### src/rtl/mem_port_arbiter.sv
// Two-requester (I fetch / D load-store) arbiter in front of one single-port memory.
// Optional memory timeout enabled with `define ARB_TIMEOUT_EN.
module mem_port_arbiter #(
  parameter int ADDR_WIDTH   = 32,
  parameter int DATA_WIDTH   = 32,
  parameter int MAX_D_STREAK = 4,
  parameter int TIMEOUT      = 255
) (
  input  logic                  clk,
  input  logic                  rst,
  input  logic                  i_req,
  input  logic [ADDR_WIDTH-1:0] i_addr,
  output logic                  i_ack,
  output logic [DATA_WIDTH-1:0] i_rdata,
  input  logic                  d_req,
  input  logic                  d_we,
  input  logic [ADDR_WIDTH-1:0] d_addr,
  input  logic [DATA_WIDTH-1:0] d_wdata,
  input  logic                  d_mode,
  output logic                  d_ack,
  output logic [DATA_WIDTH-1:0] d_rdata,
  output logic                  mem_req,
  output logic                  mem_we,
  output logic [ADDR_WIDTH-1:0] mem_addr,
  output logic [DATA_WIDTH-1:0] mem_wdata,
  output logic                  mem_mode,
  input  logic                  mem_ack,
  input  logic [DATA_WIDTH-1:0] mem_rdata,
  output logic                  owner,
  output logic                  err
);
  localparam int SW = $clog2(MAX_D_STREAK + 1);
  localparam logic [SW-1:0] STREAK_MAX = SW'(MAX_D_STREAK);

  if (MAX_D_STREAK < 1 || TIMEOUT < 1) begin : g_param_check
    $error("mem_port_arbiter: MAX_D_STREAK and TIMEOUT must be >= 1");
  end

  typedef enum logic [1:0] {IDLE, BUSY, RESP} state_t;

  state_t                state, state_nxt;
  logic                  mem_req_nxt, mem_we_nxt, mem_mode_nxt, owner_nxt;
  logic [ADDR_WIDTH-1:0] mem_addr_nxt;
  logic [DATA_WIDTH-1:0] mem_wdata_nxt, i_rdata_nxt, d_rdata_nxt;
  logic                  i_ack_nxt, d_ack_nxt, err_nxt;
  logic [SW-1:0]         streak, streak_nxt;
  logic                  grant_d;

`ifdef ARB_TIMEOUT_EN
  localparam int TW = $clog2(TIMEOUT + 1);
  localparam logic [TW-1:0] TO_LIM = TW'(TIMEOUT);
  logic [TW-1:0] wait_cnt, wait_cnt_nxt;
`endif

  // D wins unless I has been passed over MAX_D_STREAK times in a row
  assign grant_d = d_req && !(i_req && streak == STREAK_MAX);

  always_comb begin
    state_nxt     = state;
    mem_req_nxt   = mem_req;
    mem_we_nxt    = mem_we;
    mem_addr_nxt  = mem_addr;
    mem_wdata_nxt = mem_wdata;
    mem_mode_nxt  = mem_mode;
    owner_nxt     = owner;
    i_rdata_nxt   = i_rdata;
    d_rdata_nxt   = d_rdata;
    streak_nxt    = streak;
    i_ack_nxt     = 1'b0;
    d_ack_nxt     = 1'b0;
    err_nxt       = 1'b0;
`ifdef ARB_TIMEOUT_EN
    wait_cnt_nxt  = wait_cnt;
`endif
    case (state)
      IDLE: begin
        if (grant_d) begin
          state_nxt     = BUSY;
          mem_req_nxt   = 1'b1;
          mem_we_nxt    = d_we;
          mem_addr_nxt  = d_addr;
          mem_wdata_nxt = d_wdata;
          mem_mode_nxt  = d_mode;
          owner_nxt     = 1'b1;
          if (!i_req)                    streak_nxt = '0;
          else if (streak != STREAK_MAX) streak_nxt = streak + SW'(1);
        end else if (i_req) begin
          state_nxt     = BUSY;
          mem_req_nxt   = 1'b1;
          mem_we_nxt    = 1'b0;
          mem_addr_nxt  = i_addr;
          mem_wdata_nxt = '0;
          mem_mode_nxt  = 1'b0;
          owner_nxt     = 1'b0;
          streak_nxt    = '0;
        end
`ifdef ARB_TIMEOUT_EN
        wait_cnt_nxt = '0;
`endif
      end
      BUSY: begin
        if (mem_ack) begin
          state_nxt   = RESP;
          mem_req_nxt = 1'b0;
          if (owner) begin d_rdata_nxt = mem_rdata; d_ack_nxt = 1'b1; end
          else       begin i_rdata_nxt = mem_rdata; i_ack_nxt = 1'b1; end
        end
`ifdef ARB_TIMEOUT_EN
        else if (wait_cnt == TO_LIM) begin
          state_nxt   = RESP;
          mem_req_nxt = 1'b0;
          err_nxt     = 1'b1;
          if (owner) begin d_rdata_nxt = '0; d_ack_nxt = 1'b1; end
          else       begin i_rdata_nxt = '0; i_ack_nxt = 1'b1; end
        end else begin
          wait_cnt_nxt = wait_cnt + TW'(1);
        end
`endif
      end
      RESP:    state_nxt = IDLE;
      default: state_nxt = IDLE;
    endcase
  end

  always_ff @(posedge clk) begin
    if (rst) begin
      state     <= IDLE;
      mem_req   <= 1'b0;
      mem_we    <= 1'b0;
      mem_addr  <= '0;
      mem_wdata <= '0;
      mem_mode  <= 1'b0;
      owner     <= 1'b0;
      i_rdata   <= '0;
      d_rdata   <= '0;
      i_ack     <= 1'b0;
      d_ack     <= 1'b0;
      err       <= 1'b0;
      streak    <= '0;
`ifdef ARB_TIMEOUT_EN
      wait_cnt  <= '0;
`endif
    end else begin
      state     <= state_nxt;
      mem_req   <= mem_req_nxt;
      mem_we    <= mem_we_nxt;
      mem_addr  <= mem_addr_nxt;
      mem_wdata <= mem_wdata_nxt;
      mem_mode  <= mem_mode_nxt;
      owner     <= owner_nxt;
      i_rdata   <= i_rdata_nxt;
      d_rdata   <= d_rdata_nxt;
      i_ack     <= i_ack_nxt;
      d_ack     <= d_ack_nxt;
      err       <= err_nxt;
      streak    <= streak_nxt;
`ifdef ARB_TIMEOUT_EN
      wait_cnt  <= wait_cnt_nxt;
`endif
    end
  end
endmodule

### config.mk
export PLATFORM = sky130hd
export DESIGN_NAME = mem_port_arbiter
export DESIGN_NICKNAME = d
export VERILOG_FILES = /design/src/rtl/mem_port_arbiter.sv
export SDC_FILE = /design/constraint.sdc
export NUM_CORES = 1
export LEC_CHECK = 0
export CAP_MARGIN = 10
export CORE_MARGIN = 1
export CORE_UTILIZATION = 37
export DETAILED_ROUTE_END_ITERATION = 6
export PLACE_DENSITY_LB_ADDON = 0.05
export SETUP_SLACK_MARGIN = 0.1
export SLEW_MARGIN = 0
export SYNTH_ARGS = -nofsm -noshare
export SYNTH_HDL_FRONTEND = slang
export SYNTH_SLANG_ARGS = --single-unit
### constraint.sdc
create_clock -name clk -period 1.5 [get_ports clk]
set_clock_uncertainty 0.1 [all_clocks]
set_input_delay 0.375 -clock clk [delete_from_list [all_inputs] [get_ports clk]]
set_output_delay 0.375 -clock clk [all_outputs]
set_load 0.1 [all_outputs]
# Word level (Yosys, flattened, before mapping)

Index checks and enable logic that the tools add are counted.

Eq/ne operators: 6
Reduce and logical (&&, ||, !) cells: 13
Bitwise logic cells: 3
Multiplexer cells: 22
Add/sub/neg operators: 1

Operator list:

| cell                                                                    | number |
|---|---|
| 32-bit 2-to-1 mux                                                       | 4 |
| 3-bit 2-to-1 mux                                                        | 4 |
| 3-bit AND reduction                                                     | 4 |
| 1-bit 2-to-1 mux                                                        | 9 |
| 2-bit 2-to-1 mux                                                        | 3 |
| 3-bit inequality test, second input constant                            | 2 |
| 2-bit case mux with 2 select lines                                      | 1 |
| 2-bit AND reduction                                                     | 2 |
| 2-bit nonzero test                                                      | 2 |
| 3-bit by 1-bit adder with 3-bit output, second input constant           | 1 |
| 3-bit equality test, second input constant                              | 1 |
| 3-bit by 2-bit inequality test with 1-bit output, second input constant | 1 |
| 1-bit inverter                                                          | 3 |
| 3-bit OR reduction                                                      | 1 |
| 2-bit by 1-bit equality test with 1-bit output, second input constant   | 1 |
| 1-bit logical AND                                                       | 2 |
| 2-bit logical NOT                                                       | 1 |
| 2-bit inequality test, second input constant                            | 1 |
| 1-bit case mux with 2 select lines                                      | 1 |
| 1-bit logical NOT                                                       | 1 |

Register bits: 139
Word-level logic and storage cells: 57
Input port bits: 135

# Logic depth before layout (Yosys ltp)

Depth after elaboration: 6
Depth in mapped cells: 7

# Worst setup path after synthesis

OpenSTA, ideal clock, no wires.

Path kind: register to register
Start: register owner
End: register d_rdata[0]
Period minus slack after synthesis: 1970 ps
Required time: 1268 ps
Slack: -470 ps
Stages on the path, launching flop included: 5
Buffers on the path: 1
Arrival time: 1738 ps
Setup time: 132 ps
Path through: dfxtp_1 > nand4b_1 > clkbuf_1 > nand2_1 > a21oi_1

Cells in the longest elaborated chain, start to end: 1

RTL lines:

| what                                 | RTL line | text |
|---|---|---|
| start: declaration                   | 29       | `output logic owner,` |
| start signal: assignment             | 150      | `owner <= owner_nxt;` |
| 3-bit AND reduction (no source line) | n/a      |  |
| end signal: assignment               | 152      | `d_rdata <= d_rdata_nxt;` |
| end: declaration                     | 21       | `output logic [DATA_WIDTH-1:0] d_rdata,` |

No other way between the ends.
A chain may end at the register's enable or synchronous reset.

# Worst setup path after layout

Start: register streak[0]
End: register mem_addr[9]

Cells in the longest elaborated chain, start to end: 6
Elaborated cells between the ends (all ways): 7
Classes of those cells: eq/ne: 1; mux: 1; reduce/logical: 5

RTL lines:

| what                                 | RTL line | text |
|---|---|---|
| start: declaration                   | 46       | `logic [SW-1:0] streak, streak_nxt;` |
| start signal: assignment             | 156      | `streak <= streak_nxt;` |
| 3-bit equality test *                | 56       | `assign grant_d = d_req && !(i_req && streak == STREAK_MAX);` |
| 1-bit logical AND *                  | 56       |  |
| 1-bit logical NOT *                  | 56       |  |
| 1-bit logical AND *                  | 56       |  |
| 2-bit nonzero test (no source line)  | n/a      |  |
| 2-bit AND reduction (no source line) | n/a      |  |
| end signal: assignment               | 147      | `mem_addr <= mem_addr_nxt;` |
| end: declaration                     | 24       | `output logic [ADDR_WIDTH-1:0] mem_addr,` |

Every way passes the cells marked *; elsewhere a longest branch is shown, timed or not.

==> metrics.txt <==
# TYPE chip_impl_metric gauge
chip_impl_metric{name="synth-seq-cells",unit=""} 139
chip_impl_metric{name="synth_sequential_area_ratio",unit="%"} 50.0
chip_impl_metric{name="timing.final.ws_setup",unit="ns"} -0.0958
chip_impl_metric{name="switching_power",unit="µW"} 4430
chip_impl_metric{name="dr.first_iter.drc_count",unit=""} 455
chip_impl_metric{name="cts.reportedPaths.clkPinSlew",unit="ns"} 0.06
chip_impl_metric{name="grt-ovfl-total",unit=""} 0
chip_impl_metric{name="grt_start_max_net_pins",unit=""} 49
chip_impl_metric{name="cell_variety_after_synth",unit=""} 32
chip_impl_info{name="worstSetupStartpoint",value="streak[0]$_SDFFE_PP0P_"} 1
chip_impl_metric{name="drive_above_1_share",unit="%"} 59.8
chip_impl_metric{name="multiInputGateArea",unit="µm²"} 3340
chip_impl_metric{name="critical_path_required",unit="ns"} 1.72
chip_impl_metric{name="grt_first_pass_wirelength",unit="mm"} 32.6
chip_impl_metric{name="grt_pass1_vias",unit=""} 6419
chip_impl_metric{name="wl_per_cell",unit="µm"} 21.3
chip_impl_metric{name="path_max_fanout",unit=""} 7
chip_impl_metric{name="slew_viol_final",unit=""} 0
chip_impl_metric{name="floorplan.die_area",unit="µm²"} 15500
chip_impl_metric{name="cell_internal_pwr",unit="µW"} 8450
chip_impl_metric{name="power.share.clock",unit="%"} 34.4
chip_impl_metric{name="overall_routing_resource_usage",unit="%"} 26.3
chip_impl_metric{name="power_density",unit="nW/µm²"} 1030
chip_impl_metric{name="dp.cells",unit=""} 1091
chip_impl_metric{name="via_per_instance_ratio",unit=""} 5.69
chip_impl_metric{name="areaGrowthSynthToFinish",unit="%"} 126
chip_impl_metric{name="ios",unit=""} 270
chip_impl_info{name="timing.critical_path.from_type",value="register"} 1
chip_impl_metric{name="register_area",unit="µm²"} 2970
chip_impl_metric{name="cp_data_arrival_time",unit="ns"} 1.82
chip_impl_metric{name="fin_util",unit="%"} 86.0
chip_impl_info{name="synth_most_common_cell",value="sky130_fd_sc_hd__dfxtp_1"} 1
chip_impl_metric{name="crit_path_max_incr_delay",unit="ns"} 0.33
chip_impl_info{name="run_status",value="finished, violations left"} 1
chip_impl_metric{name="maxClockFrequency",unit="MHz"} 627
chip_impl_metric{name="placed_area",unit="µm²"} 10100
chip_impl_metric{name="synthesized_area_per_cell",unit="µm²"} 8.21
chip_impl_info{name="synth.largest_area_cell",value="sky130_fd_sc_hd__dfxtp_1"} 1
chip_impl_metric{name="buffer_ports.inserted",unit=""} 268
chip_impl_info{name="crit_path_end_kind",value="register"} 1
chip_impl_metric{name="worstSkewPairLatency",unit="ns"} 0.43
chip_impl_metric{name="synthArstFlopShare",unit="%"} 0
chip_impl_metric{name="static-leakage-power",unit="µW"} 0.00493
chip_impl_metric{name="synth.top_cell.area_share",unit="%"} 50.0
chip_impl_metric{name="num-nets-final",unit=""} 1137
chip_impl_metric{name="clockBufferDepth",unit=""} 2
chip_impl_info{name="timing.setup.critical_path_class",value="reg -> reg"} 1
chip_impl_info{name="yosys-top-cells-count",value="139 x sky130_fd_sc_hd__dfxtp_1, 136 x sky130_fd_sc_hd__a21oi_1, 131 x sky130_fd_sc_hd__nand2_1"} 1
chip_impl_metric{name="firstDrtPassIters",unit=""} 5
chip_impl_info{name="cpLargestDelayFamily",value="compound AO/OA/AOI/OAI gates"} 1
chip_impl_metric{name="numCtsBuffers",unit=""} 17
chip_impl_metric{name="combPwrFrac",unit="%"} 33.0
chip_impl_metric{name="r2r_setup_slack",unit="ns"} -0.1
chip_impl_metric{name="final.fill_count",unit=""} 719
chip_impl_metric{name="finalNonFillerCells",unit=""} 1197
chip_impl_metric{name="synth_enable_flop_cells",unit=""} 0
chip_impl_metric{name="yosysWarningCount",unit=""} 0
chip_impl_info{name="timing.critical_path.cells",value="inv_2 > ha_4 > and3_4 > buf_12 > o21ai_1 > a311oi_1"} 1
chip_impl_metric{name="starting_utilization_of_the_core_area",unit="%"} 38.1
chip_impl_metric{name="tns",unit="ns"} -1.63
chip_impl_metric{name="dpl.hpwl",unit="mm"} 13.7
chip_impl_metric{name="place.gp.congestion",unit=""} 0.793
chip_impl_metric{name="ant_nets",unit=""} 0
chip_impl_metric{name="final_design_area_no_fill",unit="µm²"} 12500
chip_impl_info{name="worstReg2RegStart",value="streak[0]$_SDFFE_PP0P_"} 1
chip_impl_metric{name="share_of_the_clock_period_used_by_the_worst_path",unit="%"} 106
chip_impl_metric{name="remaining_drc_errors",unit=""} 0
chip_impl_metric{name="period_needed",unit="ns"} 1.60
chip_impl_metric{name="antenna_found_initial",unit=""} 1
chip_impl_metric{name="final_hold_viol_count",unit=""} 0
chip_impl_metric{name="std_cell_rows",unit=""} 44
chip_impl_info{name="slowest_cp_cell",value="sky130_fd_sc_hd__dfxtp_2"} 1
chip_impl_info{name="synth_flop_cell",value="sky130_fd_sc_hd__dfxtp_1"} 1
chip_impl_info{name="hold_start",value="rst"} 1
chip_impl_metric{name="die_width",unit="µm"} 125
chip_impl_metric{name="timing.max_cap.violations",unit=""} 0
chip_impl_metric{name="route.vias.total",unit=""} 6805
chip_impl_metric{name="synth_area",unit="µm²"} 5560
chip_impl_metric{name="switching_share",unit="%"} 34.4
chip_impl_metric{name="count_of_buffer_and_inverter_cells_on_the_critical_path",unit=""} 2
chip_impl_metric{name="clock-sinks",unit=""} 139
chip_impl_metric{name="synth_nets",unit=""} 814
chip_impl_info{name="cts_tree",value="done"} 1
chip_impl_metric{name="wl",unit="mm"} 25.5
chip_impl_info{name="holdCritPathClass",value="in -> reg"} 1
chip_impl_metric{name="die_height",unit="µm"} 125
chip_impl_metric{name="place_ws",unit="ns"} -0.533
chip_impl_info{name="root_buffer",value="sky130_fd_sc_hd__clkbuf_16"} 1
chip_impl_metric{name="clock_tree.htree_level_count",unit=""} 4
chip_impl_metric{name="synth_instances",unit=""} 677
chip_impl_info{name="failing_checks",value="negative setup slack"} 1
chip_impl_metric{name="setup_violation_total_in_the_final_timing_report",unit=""} 57
chip_impl_metric{name="sequentialPowerShare",unit="%"} 32.6
chip_impl_metric{name="vdd.ir_drop.worst",unit="mV"} 0.778
chip_impl_info{name="rsz0062_at_grt",value="yes"} 1
chip_impl_info{name="yosys-top-cells-area",value="sky130_fd_sc_hd__dfxtp_1 50%, sky130_fd_sc_hd__a21oi_1 12%, sky130_fd_sc_hd__nand2_1 8.8%"} 1
chip_impl_metric{name="core_region_area",unit="µm²"} 14600
[worst paths after layout]
check,end,cells after the start
setup / recovery,mem_addr[9]$_SDFFE_PP0P_,6
hold / removal,mem_addr[18]$_SDFFE_PP0P_,2
setup reg to reg,mem_addr[9]$_SDFFE_PP0P_,6
hold reg to reg,i_rdata[10]$_SDFFE_PP0P_,2
[flip-flops by register name (all words and copies together), names as in the netlist]
register   cells
i_ack          1
owner          1
mem_mode       1
mem_req        1
state          2
mem_we         1
d_ack          1
mem_addr      32
i_rdata       32
mem_wdata     32
streak         3
d_rdata       32
[cell type report]
type	count	share of cell area, %
antenna	1	0.0200
clock buffer	21	3.84
clock inverter	10	1.10
inverter	3	0.0898
multi-input combinational	461	26.7
sequential	139	23.7
tap	184	1.84
timing repair buffer	378	42.7
[stage by stage]
stage	hold WS, ns	power [µW]
after floorplan	0.371	6350
after detailed placement	0.384	7950
after global routing	0.212	13200
final	0.200	12900
after CTS	0.182	12500
after global placement	0.380	7880
[per-layer routing]
| layer | wire length (µm) | vias up | GRT usage (%) |
|---|---|---|---|
| met5 | 0 | - | 0 |
| met4 | 772 | 0 | 11.6 |
| met3 | 1660 | 60 | 8.63 |
| met2 | 13700 | 299 | 46.7 |
| met1 | 9440 | 3374 | 28.1 |
| li1 | - | 3072 | - |
[cell families (layout without fill, tap and decap cells)]
logic type | Yosys count | in the layout | synth area share [%]
adders and majority gates | 2 | 2 | 0.450
buffers and inverters | 78 | 412 | 6.68
other | 1 | 2 | 0.0674
AOI/OAI and AO/OA | 238 | 238 | 24.1
and+or+nand+nor | 219 | 220 | 18.7
DFF | 139 | 139 | 50.0
[layout by cell type, fill, tap and decap left out, types with 3 or more instances in the layout]
cell                              synthesis  routed
sky130_fd_sc_hd__inv_2                    1       3
sky130_fd_sc_hd__clkdlybuf4s50_1          0     130
sky130_fd_sc_hd__clkinv_2                 0       3
sky130_fd_sc_hd__o21ai_1                 34      35
sky130_fd_sc_hd__nand3_2                  0       5
sky130_fd_sc_hd__nand4_1                 36      36
sky130_fd_sc_hd__buf_12                   0     155
sky130_fd_sc_hd__bufinv_16                0       3
sky130_fd_sc_hd__nand2_1                131      72
sky130_fd_sc_hd__a311oi_1                28      16
sky130_fd_sc_hd__a311oi_2                 4      16
sky130_fd_sc_hd__clkbuf_16                0      28
sky130_fd_sc_hd__dfxtp_4                  0       8
sky130_fd_sc_hd__o21ai_0                 35      12
sky130_fd_sc_hd__a21oi_1                136      62
sky130_fd_sc_hd__nand2_4                  0      48
sky130_fd_sc_hd__buf_6                    3       8
sky130_fd_sc_hd__nor2_4                   1       3
sky130_fd_sc_hd__o21ai_2                  0      20
sky130_fd_sc_hd__nor2_1                   3       3
sky130_fd_sc_hd__dfxtp_2                  0     129
sky130_fd_sc_hd__buf_4                    5      69
sky130_fd_sc_hd__a21oi_2                  0      74
sky130_fd_sc_hd__nand3_1                 34      28
sky130_fd_sc_hd__nand2_2                  0      11
[timing repair]
item	in CTS	in global routing
gates cloned	3	13
hold buffers	0	0
pin swaps	23	168
gates resized for setup	156	212
buffers inserted	32	26
endpoints found under the setup margin	199	256
[power groups by stage]
stage / clock network [µW] / registers [µW] / logic (µW)
finish: 4430 / 4190 / 4260
detailed placement: 0 / 4250 / 3690
global route: 4620 / 4210 / 4380
floorplan: 0 / 5640 / 709
global placement: 0 / 4240 / 3650
CTS: 4420 / 4190 / 3890
(Power assumes the default switching activity.)
